<file path="src/rtl/atari_bus_pkg.sv">
// atari_bus_pkg
//   Shared definitions for the 6507 bus decoder / cartridge mapper:
//   address-region enum, decode bit positions, Superchip RAM window offsets,
//   the classic Atari hotspot layouts (F8/F6/F4) and a bank-width helper.
package atari_bus_pkg;

  typedef enum logic [2:0] {
    REG_TIA,
    REG_RIOT,
    REG_ROM,
    REG_SCRAM_RD,
    REG_SCRAM_WR
  } region_e;

  localparam int CART_A12_BIT = 12;
  localparam int RIOT_A7_BIT  = 7;

  // Superchip ports, as offsets inside the 4 KB cartridge window.
  localparam logic [11:0] SC_WR_BASE = 12'h000;
  localparam logic [11:0] SC_RD_BASE = 12'h080;
  localparam logic [11:0] SC_SIZE    = 12'h080;

  // Standard Atari bank-switching schemes.
  localparam logic [11:0] HOT_BASE_F8  = 12'hFF8;
  localparam int          NUM_BANKS_F8 = 2;
  localparam logic [11:0] HOT_BASE_F6  = 12'hFF6;
  localparam int          NUM_BANKS_F6 = 4;
  localparam logic [11:0] HOT_BASE_F4  = 12'hFF4;
  localparam int          NUM_BANKS_F4 = 8;

  // Width of the bank register; a single bank still gets one bit.
  function automatic int bank_width(input int num_banks);
    return (num_banks <= 2) ? 1 : $clog2(num_banks);
  endfunction

endpackage

</file>
<file path="src/rtl/superchip_ram.sv">
// superchip_ram
//   128 x 8 cartridge RAM with a synchronous write port and an asynchronous
//   read port.
//   clk   : bus clock
//   we    : write enable, sampled at the rising edge
//   waddr : write index, wdata : write data
//   raddr : read index,  rdata : read data (combinational)
module superchip_ram (
  input  logic       clk,
  input  logic       we,
  input  logic [6:0] waddr,
  input  logic [7:0] wdata,
  input  logic [6:0] raddr,
  output logic [7:0] rdata
);

  logic [7:0] mem_q [128];

  // NOTE: storage has no reset; clearing 128 entries would need a counter or
  // a huge reset fan-out, and the software never relies on power-up content.
  always_ff @(posedge clk) begin
    if (we) begin
      mem_q[waddr] <= wdata;
    end
  end

  assign rdata = mem_q[raddr];

endmodule

</file>
<file path="src/rtl/atari_cart_mapper.sv">
// atari_cart_mapper
//   6507 bus decoder with hotspot bank switching and optional Superchip RAM.
//   CLOCKBUS   : bus clock, one CPU bus cycle per rising edge
//   RES        : synchronous active-high reset (bank register only)
//   BUS_VALID  : qualifies the cycle; low during RDY/WSYNC stalls
//   CPU_Addr, CPU_R_W_n, CPU_Dout : CPU bus (R_W_n = 1 means read)
//   CPU_Din    : read-data mux back to the CPU
//   TIA_Dout, RIOT_Dout, ROM_Dout : peripheral read data
//   TIA_SEL, RIOT_SEL, ROM_CS     : combinational region selects
//   ROM_Addr   : {bank, CPU_Addr[11:0]}
//   BANK       : current bank register
module atari_cart_mapper
  import atari_bus_pkg::*;
#(
  parameter int          NUM_BANKS  = NUM_BANKS_F4,
  parameter logic [11:0] HOT_BASE   = HOT_BASE_F4,
  parameter int          RESET_BANK = NUM_BANKS - 1,
  parameter int          SC_RAM     = 0,
  parameter int          BANK_W     = bank_width(NUM_BANKS)
) (
  input  logic                CLOCKBUS,
  input  logic                RES,
  input  logic                BUS_VALID,
  input  logic [12:0]         CPU_Addr,
  input  logic                CPU_R_W_n,
  input  logic [7:0]          CPU_Dout,
  output logic [7:0]          CPU_Din,
  input  logic [7:0]          TIA_Dout,
  input  logic [7:0]          RIOT_Dout,
  input  logic [7:0]          ROM_Dout,
  output logic                TIA_SEL,
  output logic                RIOT_SEL,
  output logic                ROM_CS,
  output logic [12+BANK_W-1:0] ROM_Addr,
  output logic [BANK_W-1:0]   BANK
);

  // Illegal parameter sets are rejected at elaboration.
  if (!(NUM_BANKS == 1 || NUM_BANKS == 2 || NUM_BANKS == 4 || NUM_BANKS == 8))
  begin : g_bad_num_banks
    $error("atari_cart_mapper: NUM_BANKS must be 1, 2, 4 or 8");
  end
  if (BANK_W != bank_width(NUM_BANKS)) begin : g_bad_bank_w
    $error("atari_cart_mapper: BANK_W must not be overridden");
  end
  if (RESET_BANK < 0 || RESET_BANK >= NUM_BANKS) begin : g_bad_reset_bank
    $error("atari_cart_mapper: RESET_BANK out of range");
  end
  if (int'(HOT_BASE) + NUM_BANKS > 4096) begin : g_bad_hot_wrap
    $error("atari_cart_mapper: hotspot range leaves the cartridge window");
  end
  if (SC_RAM != 0 && NUM_BANKS > 1 && int'(HOT_BASE) < int'(SC_RD_BASE + SC_SIZE))
  begin : g_bad_hot_overlap
    $error("atari_cart_mapper: hotspots overlap the Superchip RAM ports");
  end

  logic [11:0] cart_off;
  region_e     region;

  assign cart_off = CPU_Addr[11:0];

  // NOTE: every always_comb output gets a default first so no path can
  // leave it unassigned and infer a latch.
  always_comb begin
    region = REG_TIA;
    if (CPU_Addr[CART_A12_BIT]) begin
      if (SC_RAM != 0 && (cart_off - SC_WR_BASE) < SC_SIZE) begin
        region = REG_SCRAM_WR;
      end else if (SC_RAM != 0 && (cart_off - SC_RD_BASE) < SC_SIZE) begin
        region = REG_SCRAM_RD;
      end else begin
        region = REG_ROM;
      end
    end else if (CPU_Addr[RIOT_A7_BIT]) begin
      region = REG_RIOT;
    end
  end

  assign TIA_SEL  = (region == REG_TIA);
  assign RIOT_SEL = (region == REG_RIOT);
  assign ROM_CS   = (region == REG_ROM);

  // Hotspot: unsigned offset from HOT_BASE; anything below HOT_BASE wraps
  // to a large value and fails the range test.
  logic [11:0] hot_off;
  logic        hot_hit;

  assign hot_off = cart_off - HOT_BASE;
  assign hot_hit = (NUM_BANKS > 1) && BUS_VALID && CPU_Addr[CART_A12_BIT] &&
                   (hot_off < 12'(NUM_BANKS));

  logic [BANK_W-1:0] bank_d, bank_q;

  always_comb begin
    bank_d = bank_q;
    if (hot_hit) begin
      bank_d = hot_off[BANK_W-1:0];
    end
  end

  // NOTE: state registers use non-blocking assignments so every flop samples
  // the pre-edge values regardless of block evaluation order.
  always_ff @(posedge CLOCKBUS) begin
    if (RES) begin
      bank_q <= BANK_W'(RESET_BANK);
    end else begin
      bank_q <= bank_d;
    end
  end

  assign BANK     = bank_q;
  // The hotspot cycle is still served from the old bank.
  assign ROM_Addr = {bank_q, cart_off};

  logic       ram_we;
  logic [7:0] ram_rdata;

  assign ram_we = BUS_VALID && !CPU_R_W_n && (region == REG_SCRAM_WR);

  if (SC_RAM != 0) begin : g_sc
    superchip_ram u_ram (
      .clk   (CLOCKBUS),
      .we    (ram_we),
      .waddr (CPU_Addr[6:0]),
      .wdata (CPU_Dout),
      .raddr (CPU_Addr[6:0]),
      .rdata (ram_rdata)
    );
  end else begin : g_no_sc
    logic unused_sc;
    assign unused_sc = ^{ram_we, CPU_Dout};
    assign ram_rdata = 8'hFF;
  end

  always_comb begin
    CPU_Din = TIA_Dout;
    case (region)
      REG_SCRAM_RD: CPU_Din = ram_rdata;
      // Reading the write port returns open-bus high and must not write.
      REG_SCRAM_WR: CPU_Din = 8'hFF;
      REG_ROM:      CPU_Din = ROM_Dout;
      REG_RIOT:     CPU_Din = RIOT_Dout;
      default:      CPU_Din = TIA_Dout;
    endcase
  end

endmodule

</file>
<file path="config.mk">
export PLATFORM = sky130hd
export DESIGN_NAME = atari_cart_mapper
export DESIGN_NICKNAME = d
export VERILOG_FILES = /design/src/rtl/atari_bus_pkg.sv /design/src/rtl/superchip_ram.sv /design/src/rtl/atari_cart_mapper.sv
export SDC_FILE = /design/constraint.sdc
export NUM_CORES = 1
export LEC_CHECK = 0
export ABC_CLOCK_PERIOD_IN_PS = 2200
export BUFFER_PORTS_ARGS = -buffer_cell sky130_fd_sc_hd__buf_2
export CORE_UTILIZATION = 30
export DETAILED_ROUTE_END_ITERATION = 10
export GPL_ROUTABILITY_DRIVEN = 1
export HOLD_SLACK_MARGIN = 0.06
export PLACE_DENSITY_LB_ADDON = 0.12
export RECOVER_POWER = 100
export SYNTH_ARGS = -nofsm -noshare
export SYNTH_HDL_FRONTEND = slang
export SYNTH_SLANG_ARGS = --single-unit
</file>
<file path="constraint.sdc">
create_clock -name CLOCKBUS -period 2.2 [get_ports CLOCKBUS]
set_input_delay 0.22 -clock CLOCKBUS [delete_from_list [all_inputs] [get_ports CLOCKBUS]]
set_output_delay 0.22 -clock CLOCKBUS [all_outputs]
set_load 0.01 [all_outputs]
</file>
==> run_results.csv, run 1 <==
group,metric,value,unit
global_routing,track_usage,13.3,%
cells_and_area,area_growth,45.5,%
setup_path,reg2reg_slack,1.58,ns
synth,synthAdderAreaFrac,2.54,%
timing,timing.final.crit_share,73.9,%
floorplanning,io_pins,78,
setup_path,crit_fanout,13,
clock_network,cts_inserted_buffers,3,
synth,synthTopCellsByArea,"mux2i_1, buf_4, dfxtp_1",
timing,timing.final.ws_setup,0.574,ns
run_status,outcome,"complete, no violations",
synth,synth_seq_cells,3,
timing,finalHoldViolCount,0,
clock_network,post_cts_buffers,0,
cells_and_area,multi_input_area,292,um^2
floorplanning,rows,14,
min_path,min_path_cells,3,
clock_network,htreeDepth,1,
clock_network,clk_pin_slew,0.04,ns
global_routing,grt_pass1_wl,1890,um
setup_path,cp-end-kind,"flip-flop",
power_and_ir_drop,pwr_density_cell,369,mW/mm^2
clock_network,cts_buffer_depth,2,
timing,period_needed,1.63,ns
placed_design,placed_cells_incl_taps,136,
timing,setup_violations,0,
floorplanning,die_area,0.00180,mm^2
synth,synthSimpleGateAreaFrac,21.1,%
clock_network,clock_latency,0.23,ns
synth,synth_compound_area_share,12.2,%
timing,setup_tns,0,ns
synth,synth_top_cell_area_share,24.4,%
cells_and_area,utilization,47.0,%
setup_path,crit_arrival,1.79,ns
placed_design,hpwl,1070,um
synth,syn_area,492,um^2
drt,wl_per_cell,9.55,um
synth,synthDistinctLibCells,18,
global_routing,antenna_found_initial,0,
min_path,holdCritStartpoint,"CPU_Addr[1]",
cells_and_area,antennaDiodeCount,0,
min_path,hold_path.class,"in2reg",
floorplanning,core_area,0.00152,mm^2
placed_design,dp_slack,0.520,ns
min_path,holdPathEnd,"BANK[1]",
timing,slew_violations,0,
synth,seq_area_frac_synth,12.2,%
synth,synth_xor_area_share,0,%
setup_path,required,2.36,ns
synth,synthCells,71,
cells_and_area,final_cells,140,
clock_network,cts_resized,0,
global_routing,first_global_vias,498,
drt,ant_nets,0,
timing,fmax,0.615,GHz
global_routing,grt_max_degree,21,
timing,tightestPinTransition,0.703,ns
synth,synth_top_family_by_area,"buffers and inverters",
synth,yosysWarningCount,0,
clock_network,cts_num_sinks,3,
setup_path,rr_startpoint,"BANK[2]",
floorplanning,fp.dieH,42.5,um
global_routing,grt_overflow_total,0,
clock_network,hold_buffers,0,
cells_and_area,drive_above_1_share,37.9,%
synth,synth_nets,121,
drt,vias,609,
placed_design,numPortBuffers,68,
synth,synth_mux_area_share,24.4,%
floorplanning,start_util,32.3,%
setup_path,r2r_end,"BANK[2]",
power_and_ir_drop,power,264,uW
synth,syn_area_per_cell,6.93,um^2
timing,finClkSkew,0,ns
setup_path,worstRegToRegCells,2,
cells_and_area,fin_nets,175,
clock_network,cts_root_buf,"clkbuf_4",
flow_run,cap_violations,0,
clock_network,cts_tree,"built",
synth,yosys.area.top_type,"mux2i_1",
cells_and_area,seqCellArea,60.1,um^2
power_and_ir_drop,ir_worst_vdd,0.432,mV
drt,drc,0,
drt,viasPerCell,4.35,
drt,drt-total-wl,1340,um
cells_and_area,largest_register_ffs,3,
drt,first_pass_iters,4,
cells_and_area,fillers,176,
setup_path,path_class,"in2reg",
floorplanning,die-width,42.5,um
drt,drtIter0Drc,13,
placed_design,routabilityCongestion,0.640,
timing,max_slew_margin,53.1,%
setup_path,critPathLaunchType,"input pin",
timing,rsz0062_at_grt,"no",
power_and_ir_drop,leakage,0.000364,uW
## synth_stat cells
library cell / instances
buf_4: 15
mux2i_1: 12
nor2_1: 9
nand2_1: 8
o21ai_1: 8
dfxtp_1: 3
buf_1: 2
clkbuf_1: 2
inv_1: 2
nand3_1: 2
a211oi_2: 1
ha_1: 1
nand4_1: 1
nor2b_1: 1
nor3_1: 1
nor4_1: 1
o211ai_1: 1
or3_1: 1
## layout by cell type, fill, tap and decap left out
master and count:
nor4_1 1, nor3_1 1, mux2i_1 12, ha_1 1, o211ai_1 1, inv_1 2, buf_2 44, a211oi_1 1
or3_1 1, nor2_1 9, nand3_1 2, nor2b_1 1, nand2_1 8, clkbuf_1 25, nand4_1 1, clkbuf_4 3
o21ai_1 4, dfxtp_1 3, o21ai_0 4
## cell families (layout without fill, tap and decap cells)
group / after synthesis / after routing
adders and majority gates: 1 / 1
and+or+nand+nor: 24 / 24
muxes: 12 / 12
AOI/OAI and AO/OA: 10 / 10
DFF: 3 / 3
buffers and inverters: 21 / 74
## per-stage QoR
stage	hold slack, ns	area (um^2)
detailed placement	0.501	724
floorplan	0.376	492
finish	0.258	716
CTS	0.254	751
global placement	0.493	724
global route	0.276	716
## layer usage
| layer | up-vias | routed length, um | track usage, % | part of all wire (%) |
|---|---|---|---|---|
| met5 | - | 0 | 0 | 0 |
| met4 | 0 | 0 | 3.75 | 0 |
| met3 | 0 | 74 | 2.59 | 5.5 |
| met2 | 27 | 694 | 26.5 | 52 |
| met1 | 252 | 567 | 13.7 | 42 |
| li1 | 330 | - | - | - |
## final cells by class
type / count / area share, %
flip-flops and latches: 3 / 8.39
repair buffers: 68 / 43.4
multi-input cells: 47 / 40.7
inverters: 2 / 1.05
clock buffers: 4 / 3.67
well taps: 16 / 2.80
## worst max-delay path, cell delays in order
cell and delay [ns]:
buf_2 0.27, nand4_1 0.12, or3_1 0.36, a211oi_1 0.57, mux2i_1 0.25
## power breakdown
group          internal (uW)  switching, uW
registers               54.7         0.0166
clock network           68.1           30.6
logic                   53.0           57.8
## worst max path at each step
stage	startpoint	end	slack (ns)
final	CPU_Addr[7]	BANK[2]	0.57
after global routing	CPU_Addr[7]	BANK[2]	0.41
after CTS	CPU_Addr[7]	BANK[2]	0.76
after detailed placement	CPU_Addr[7]	BANK[2]	0.52
after global placement	CPU_Addr[7]	BANK[0]	0.53
after floorplan	CPU_Addr[11]	BANK[0]	0.97
Note: power is estimated with default switching activity, not from simulation.
==> inputs of run 2 (changes only) <==
--- a/config.mk
+++ b/config.mk
@@ -5,9 +5,10 @@
 export SDC_FILE = /design/constraint.sdc
 export NUM_CORES = 1
 export LEC_CHECK = 0
-export ABC_CLOCK_PERIOD_IN_PS = 2200
+export ABC_AREA = 1
+export ABC_CLOCK_PERIOD_IN_PS = 1600
 export BUFFER_PORTS_ARGS = -buffer_cell sky130_fd_sc_hd__buf_2
-export CORE_UTILIZATION = 30
+export CORE_UTILIZATION = 28
 export DETAILED_ROUTE_END_ITERATION = 10
 export GPL_ROUTABILITY_DRIVEN = 1
 export HOLD_SLACK_MARGIN = 0.06
==> constraint.sdc (replaced) <==
create_clock -name CLOCKBUS -period 1.6 [get_ports CLOCKBUS]
set_input_delay 0.16 -clock CLOCKBUS [delete_from_list [all_inputs] [get_ports CLOCKBUS]]
set_output_delay 0.16 -clock CLOCKBUS [all_outputs]
set_load 0.01 [all_outputs]
==> run 2 against run 1 <==
- the run now ends with DRC left
- global-route usage up 1.5 points
- worst setup slack worse by 0.29 ns
- register-to-register slack lost 0.53 ns
- synthesized cell count grew 24%
- largest power group unchanged
- first-iteration DRC count down 31%
- synthesized area rose by 0.51%
- via count rose by 13%
- clock skew did not move
- combinational power is 42% higher
==> run_results.csv, run 2 <==
group,metric,value,unit
setup_path,required,1.44,ns
clock_network,cts_num_sinks,3,
clock_network,htreeDepth,1,
timing,period_needed,1.32,ns
synth,seq_area_frac_synth,12.2,%
synth,synth_seq_cells,3,
drt,drt-total-wl,1380,um
synth,async_flop_share,0,%
drt,wl_per_cell,8.70,um
run_status,outcome,"complete, but fails checks",
drt,first_pass_iters,7,
global_routing,track_usage,14.8,%
power_and_ir_drop,leakage,0.000398,uW
setup_path,r2r_end,"BANK[2]",
drt,wl_met1,630,um
setup_path,crit_fanout,12,
synth,ys_top_cells_by_count,"nand2_1, nand3_1, buf_4",
cells_and_area,seqCellArea,60.1,um^2
setup_path,rr_startpoint,"BANK[2]",
cells_and_area,mostFrequentLayoutCell,"buf_2",
global_routing,grt_pass1_wl,2190,um
drt,drtIter0Drc,9,
placed_design,routabilityCongestion,0.661,
floorplanning,io_pins,78,
timing,setup_tns,0,ns
cells_and_area,antennaDiodeCount,0,
placed_design,numPortBuffers,68,
placed_design,hpwl,1160,um
global_routing,first_global_vias,584,
flow_run,cap_violations,0,
synth,yosys.area.top_type,"nand2_1",
cells_and_area,fin_nets,194,
cells_and_area,largest_register_ffs,3,
floorplanning,start_util,31.3,%
synth,yosysWarningCount,0,
clock_network,cts_tree,"built",
floorplanning,die-width,44.0,um
clock_network,clock_latency,0.23,ns
cells_and_area,final_cell_mix,"buf_2, nand2_1, clkbuf_1",
drt,vias,690,
drt,viasPerCell,4.34,
cells_and_area,multi_input_area,287,um^2
synth,synth_top_cell_area_share,24.3,%
timing,max_slew_margin,63.8,%
power_and_ir_drop,power,365,uW
run_status,violations,"DRC",
timing,rsz0062_at_grt,"no",
timing,timing.final.crit_share,82.4,%
synth,synth_flop_cell,"dfxtp_1",
synth,yosysMostFrequentCell,"nand2_1",
drt,ant_nets,0,
min_path,hold_path.class,"in2reg",
timing,fmax,0.759,GHz
cells_and_area,drive_above_1_share,34.3,%
timing,slew_violations,0,
timing,finClkSkew,0,ns
setup_path,reg2reg_slack,1.05,ns
cells_and_area,final_area,716,um^2
floorplanning,die_area,0.00194,mm^2
clock_network,cts_root_buf,"clkbuf_4",
synth,syn_area_per_cell,5.62,um^2
setup_path,cp-end-kind,"output port",
floorplanning,rows,14,
timing,finalHoldViolCount,0,
synth,synthCells,88,
setup_path,endpoint,"CPU_Din[7]",
placed_design,postPlaceCellArea,733,um^2
global_routing,grt_max_degree,13,
synth,synthDistinctLibCells,14,
drt,dr_wl_met3,136,um
setup_path,startpoint,"CPU_Addr[12]",
clock_network,clk_pin_slew,0.04,ns
cells_and_area,fillers,184,
clock_network,cts_buffer_depth,2,
power_and_ir_drop,ir_worst_vdd,0.139,mV
setup_path,critPathLaunchType,"input pin",
floorplanning,fp.dieH,44.0,um
synth,synth_nets,138,
cells_and_area,area_growth,44.8,%
timing,tightestPinTransition,0.543,ns
synth,syn_area,494,um^2
clock_network,cts_inserted_buffers,3,
setup_path,worstRegToRegCells,2,
floorplanning,core_area,0.00158,mm^2
drt,met2_length,617,um
drt,drc,4,
clock_network,cts_resized,0,
cells_and_area,utilization,45.4,%
drt,topRoutingLayerUsed,"met3",
synth,synth_edf_count,0,
clock_network,post_cts_buffers,0,
timing,whs,0.164,ns
power_and_ir_drop,pwr_density_cell,511,mW/mm^2
global_routing,grt_overflow_total,0,
clock_network,hold_buffers,0,
global_routing,antenna_found_initial,0,
timing,setup_violations,0,
setup_path,crit_arrival,1.16,ns
synth,synthTopCellsByArea,"nand2_1, buf_4, nand3_1",
setup_path,path_class,"in2out",
run 2: cell count changes after synthesis, moves of 2 or more:
cell     previous run  this run
mux2i_1            12         0
nor2_2              0         2
nand3_1             2        16
buf_1               2         0
o21ai_1             8         0
nand2_1             8        32
inv_1               2         4
run 2: per-layer routing:
metal | global-route usage [%] | up-vias
met5 | 0 | -
met1 | 19.7 | 275
met4 | 9.70 | 0
met3 | 2.45 | 0
met2 | 22.1 | 40
li1 | - | 375
run 2: worst max-delay path, cell delays in order:
cell      delay, ns
clkbuf_1       0.25
nor2_2         0.40
nand2_1        0.10
nand3_1        0.09
clkbuf_1       0.16
run 2: worst min path at each step:
| stage | start | endpoint | slack [ns] | cells past startpoint |
|---|---|---|---|---|
| floorplan | RES | BANK[0] | 0.29 | 2 |
| global placement | RES | BANK[2] | 0.39 | 3 |
| detailed placement | RES | BANK[1] | 0.39 | 3 |
| CTS | RES | BANK[2] | 0.16 | 3 |
| global route | RES | BANK[2] | 0.19 | 3 |
| finish | RES | BANK[2] | 0.16 | 3 |
run 2: cell type report:
type	count	area share, %
well taps	16	2.80
repair buffers	68	43.0
flip-flops and latches	3	8.39
multi-input cells	64	40.0
clock buffers	4	3.67
inverters	4	2.10
run 2: power by group:
part	leakage, uW	switching (uW)	internal (uW)	total (uW)
logic	0.000359	87.8	70.5	158
clock network	0.0000150	36.5	93.3	130
registers	0.0000244	0.864	76.5	77.3
run 2: cell families (layout without fill, tap and decap cells):
kind of cell / after synthesis / in the layout / share of synthesized area, %
flip-flops: 3 / 3 / 12.2
AND/OR/NAND/NOR: 60 / 60 / 51.1
AO/OA/AOI/OAI: 3 / 3 / 6.58
adder cells (fa/ha/maj): 1 / 1 / 2.53
buffers and inverters: 21 / 76 / 27.6
run 2: stage by stage:
stage	setup slack, ns	instances
floorplan	0.490	88
global placement	0.295	155
detailed placement	0.278	155
CTS	0.437	159
global route	0.164	159
finish	0.282	159
==> inputs of run 3 (changes only) <==
--- a/config.mk
+++ b/config.mk
@@ -5,10 +5,10 @@
 export SDC_FILE = /design/constraint.sdc
 export NUM_CORES = 1
 export LEC_CHECK = 0
-export ABC_AREA = 1
-export ABC_CLOCK_PERIOD_IN_PS = 1600
+export ABC_AREA = 0
+export ABC_CLOCK_PERIOD_IN_PS = 1200
 export BUFFER_PORTS_ARGS = -buffer_cell sky130_fd_sc_hd__buf_2
-export CORE_UTILIZATION = 28
+export CORE_UTILIZATION = 25
 export DETAILED_ROUTE_END_ITERATION = 10
 export GPL_ROUTABILITY_DRIVEN = 1
 export HOLD_SLACK_MARGIN = 0.06
==> constraint.sdc (replaced) <==
create_clock -name CLOCKBUS -period 1.2 [get_ports CLOCKBUS]
set_input_delay 0.12 -clock CLOCKBUS [delete_from_list [all_inputs] [get_ports CLOCKBUS]]
set_output_delay 0.12 -clock CLOCKBUS [all_outputs]
set_load 0.01 [all_outputs]
==> run 3 against run 2 <==
- the run now ends clean
- non-clock buffer count rose by 5
- flip-flop and latch count unchanged
- sequential share of layout area down 0.54 points
- combinational power grew 35%
- global-route usage decreased by 2.9 points
- die area grew 11%
- clock power increased by 38%
- utilization shrank 2.5 points
- clock skew stayed put
- register-to-register slack worse by 0.46 ns
- worst setup slack got worse by 0.15 ns
- hold slack gained 0.0088 ns
==> run_results.csv, run 3 (synthesized netlist as in run 1, its figures left out) <==
group,metric,value,unit
setup_path,max_stage_delay,0.29,ns
cells_and_area,final_area,764,um^2
run_status,outcome,"complete, no violations",
cells_and_area,area_growth,55.5,%
cells_and_area,final_cell_mix,"buf_2, clkbuf_1, mux2i_1",
timing,finClkSkew,0,ns
setup_path,worstRegToRegCells,2,
drt,drtIter0Drc,6,
global_routing,grt_pass1_wl,1840,um
power_and_ir_drop,internal-power,329,uW
setup_path,path_class,"in2reg",
floorplanning,core_area,0.00178,mm^2
drt,ant_nets,0,
timing,max_slew_margin,80.0,%
setup_path,r2r_end,"BANK[0]",
clock_network,htreeDepth,1,
global_routing,first_global_vias,498,
floorplanning,die_area,0.00215,mm^2
timing,rsz0062_at_grt,"no",
min_path,hold_path.class,"in2reg",
timing,finalHoldViolCount,0,
cells_and_area,fillers,223,
setup_path,crit_arrival,1.23,ns
timing,slew_violations,0,
clock_network,cts_resized,0,
flow_run,cap_violations,0,
power_and_ir_drop,switching_power,165,uW
cells_and_area,fin_nets,180,
setup_path,rr_startpoint,"BANK[0]",
cells_and_area,seqCellArea,60.1,um^2
placed_design,numPortBuffers,68,
power_and_ir_drop,ir_worst_vdd,0.428,mV
cells_and_area,antennaDiodeCount,0,
setup_path,required,1.36,ns
clock_network,cts_num_sinks,3,
min_path,min_path_cells,3,
timing,setup_violations,0,
setup_path,path_cells,"buf_2 > nor4_1 > o211ai_1 > a211oi_2 > buf_4 > mux2i_1",
min_path,holdCritStartpoint,"CPU_Addr[0]",
floorplanning,io_pins,78,
drt,vias,651,
cells_and_area,largest_register_ffs,3,
timing,tightestPinTransition,0.300,ns
placed_design,postPlaceCellArea,773,um^2
clock_network,cts_root_buf,"clkbuf_4",
global_routing,grt_max_degree,20,
setup_path,critPathLaunchType,"input pin",
cells_and_area,final_cells,154,
global_routing,grt_overflow_total,0,
clock_network,cts_tree,"built",
cells_and_area,drive_above_1_share,39.5,%
cells_and_area,multi_input_area,297,um^2
setup_path,worst_path_max_delay_cell,"nor4_1",
timing,period_needed,1.07,ns
floorplanning,rows,15,
power_and_ir_drop,switching_share,33.4,%
power_and_ir_drop,pwr_density_cell,646,mW/mm^2
setup_path,crit_fanout,3,
setup_path,cp-end-kind,"flip-flop",
clock_network,hold_buffers,0,
floorplanning,fp.dieH,46.4,um
setup_path,reg2reg_slack,0.59,ns
clock_network,clk_pin_slew,0.03,ns
placed_design,hpwl,1150,um
floorplanning,start_util,27.6,%
drt,viasPerCell,4.23,
timing,fmax,0.934,GHz
placed_design,routabilityCongestion,0.682,
power_and_ir_drop,pwr-share-seq,20.3,%
clock_network,post_cts_buffers,0,
cells_and_area,utilization,42.9,%
drt,wl_per_cell,9.05,um
floorplanning,die-width,46.4,um
timing,timing.final.crit_share,89.2,%
clock_network,cts_buffer_depth,2,
min_path,holdPathEnd,"BANK[0]",
placed_design,placed_cells_incl_taps,150,
cells_and_area,mostFrequentLayoutCell,"buf_2",
global_routing,track_usage,12.0,%
drt,drc,0,
power_and_ir_drop,p_clk_share,36.5,%
drt,drt-total-wl,1390,um
power_and_ir_drop,leakage,0.000383,uW
power_and_ir_drop,power_frac_comb,43.1,%
clock_network,clock_latency,0.23,ns
drt,first_pass_iters,4,
global_routing,antenna_found_initial,0,
clock_network,cts_inserted_buffers,3,
run 3: changes by cell type in the layout (fill, tap and decap cells not counted), sizes merged, moves of 2 or more:
cell | previous run | this run
clkbuf | 30 | 32
nand3 | 16 | 2
nand2 | 33 | 8
mux2i | 0 | 12
buf | 42 | 45
inv | 4 | 2
o21ai | 1 | 8
nor2 | 11 | 9
run 3: worst max-delay path: cells and delay by family:
family / cells / cell delay [ns]
AOI/OAI and AO/OA: 2 / 0.37
and+or+nand+nor: 1 / 0.29
buffers and inverters: 2 / 0.27
muxes: 1 / 0.18
run 3: how the worst max path moves through the flow:
stage,start,to,slack [ns],depth (start not counted)
finish,CPU_Addr[7],BANK[1],0.13,6
global route,CPU_Addr[7],CPU_Din[4],0.03,5
CTS,CPU_Addr[7],BANK[2],0.10,6
detailed placement,CPU_Addr[7],BANK[0],-0.13,6
global placement,CPU_Addr[7],BANK[1],-0.12,6
floorplan,CPU_Addr[11],BANK[0],0.07,4
run 3: final cells by class:
type	instances	area share (%)
inverters	2	0.982
multi-input cells	47	38.8
flip-flops and latches	3	7.86
well taps	25	4.09
clock buffers	4	3.44
repair buffers	73	44.8
run 3: power groups by stage:
stage / sequential [uW] / combinational (uW) / clock, uW
final: 100 / 213 / 180
after global routing: 100 / 238 / 200
after CTS: 100 / 228 / 188
after detailed placement: 102 / 227 / 0
after global placement: 102 / 224 / 0
after floorplan: 102 / 124 / 0
run 3: layer usage:
layer / up-vias / global-route usage (%) / wire length (um)
met5: - / 0 / 0
met4: 0 / 4.12 / 0
met3: 0 / 5.49 / 154
met2: 44 / 20.3 / 677
met1: 264 / 12.9 / 561
li1: 343 / - / -
run 3: per-stage QoR:
step | worst slack [ns] | TNS (ns) | power [uW] | hold WS [ns]
2_1_floorplan | 0.0740 | 0 | 226 | 0.276
3_3_place_gp | -0.124 | -0.337 | 326 | 0.387
3_5_place_dp | -0.131 | -0.381 | 328 | 0.407
4_1_cts | 0.103 | 0 | 516 | 0.171
5_1_grt | 0.0321 | 0 | 538 | 0.191
6_report | 0.129 | 0 | 494 | 0.173
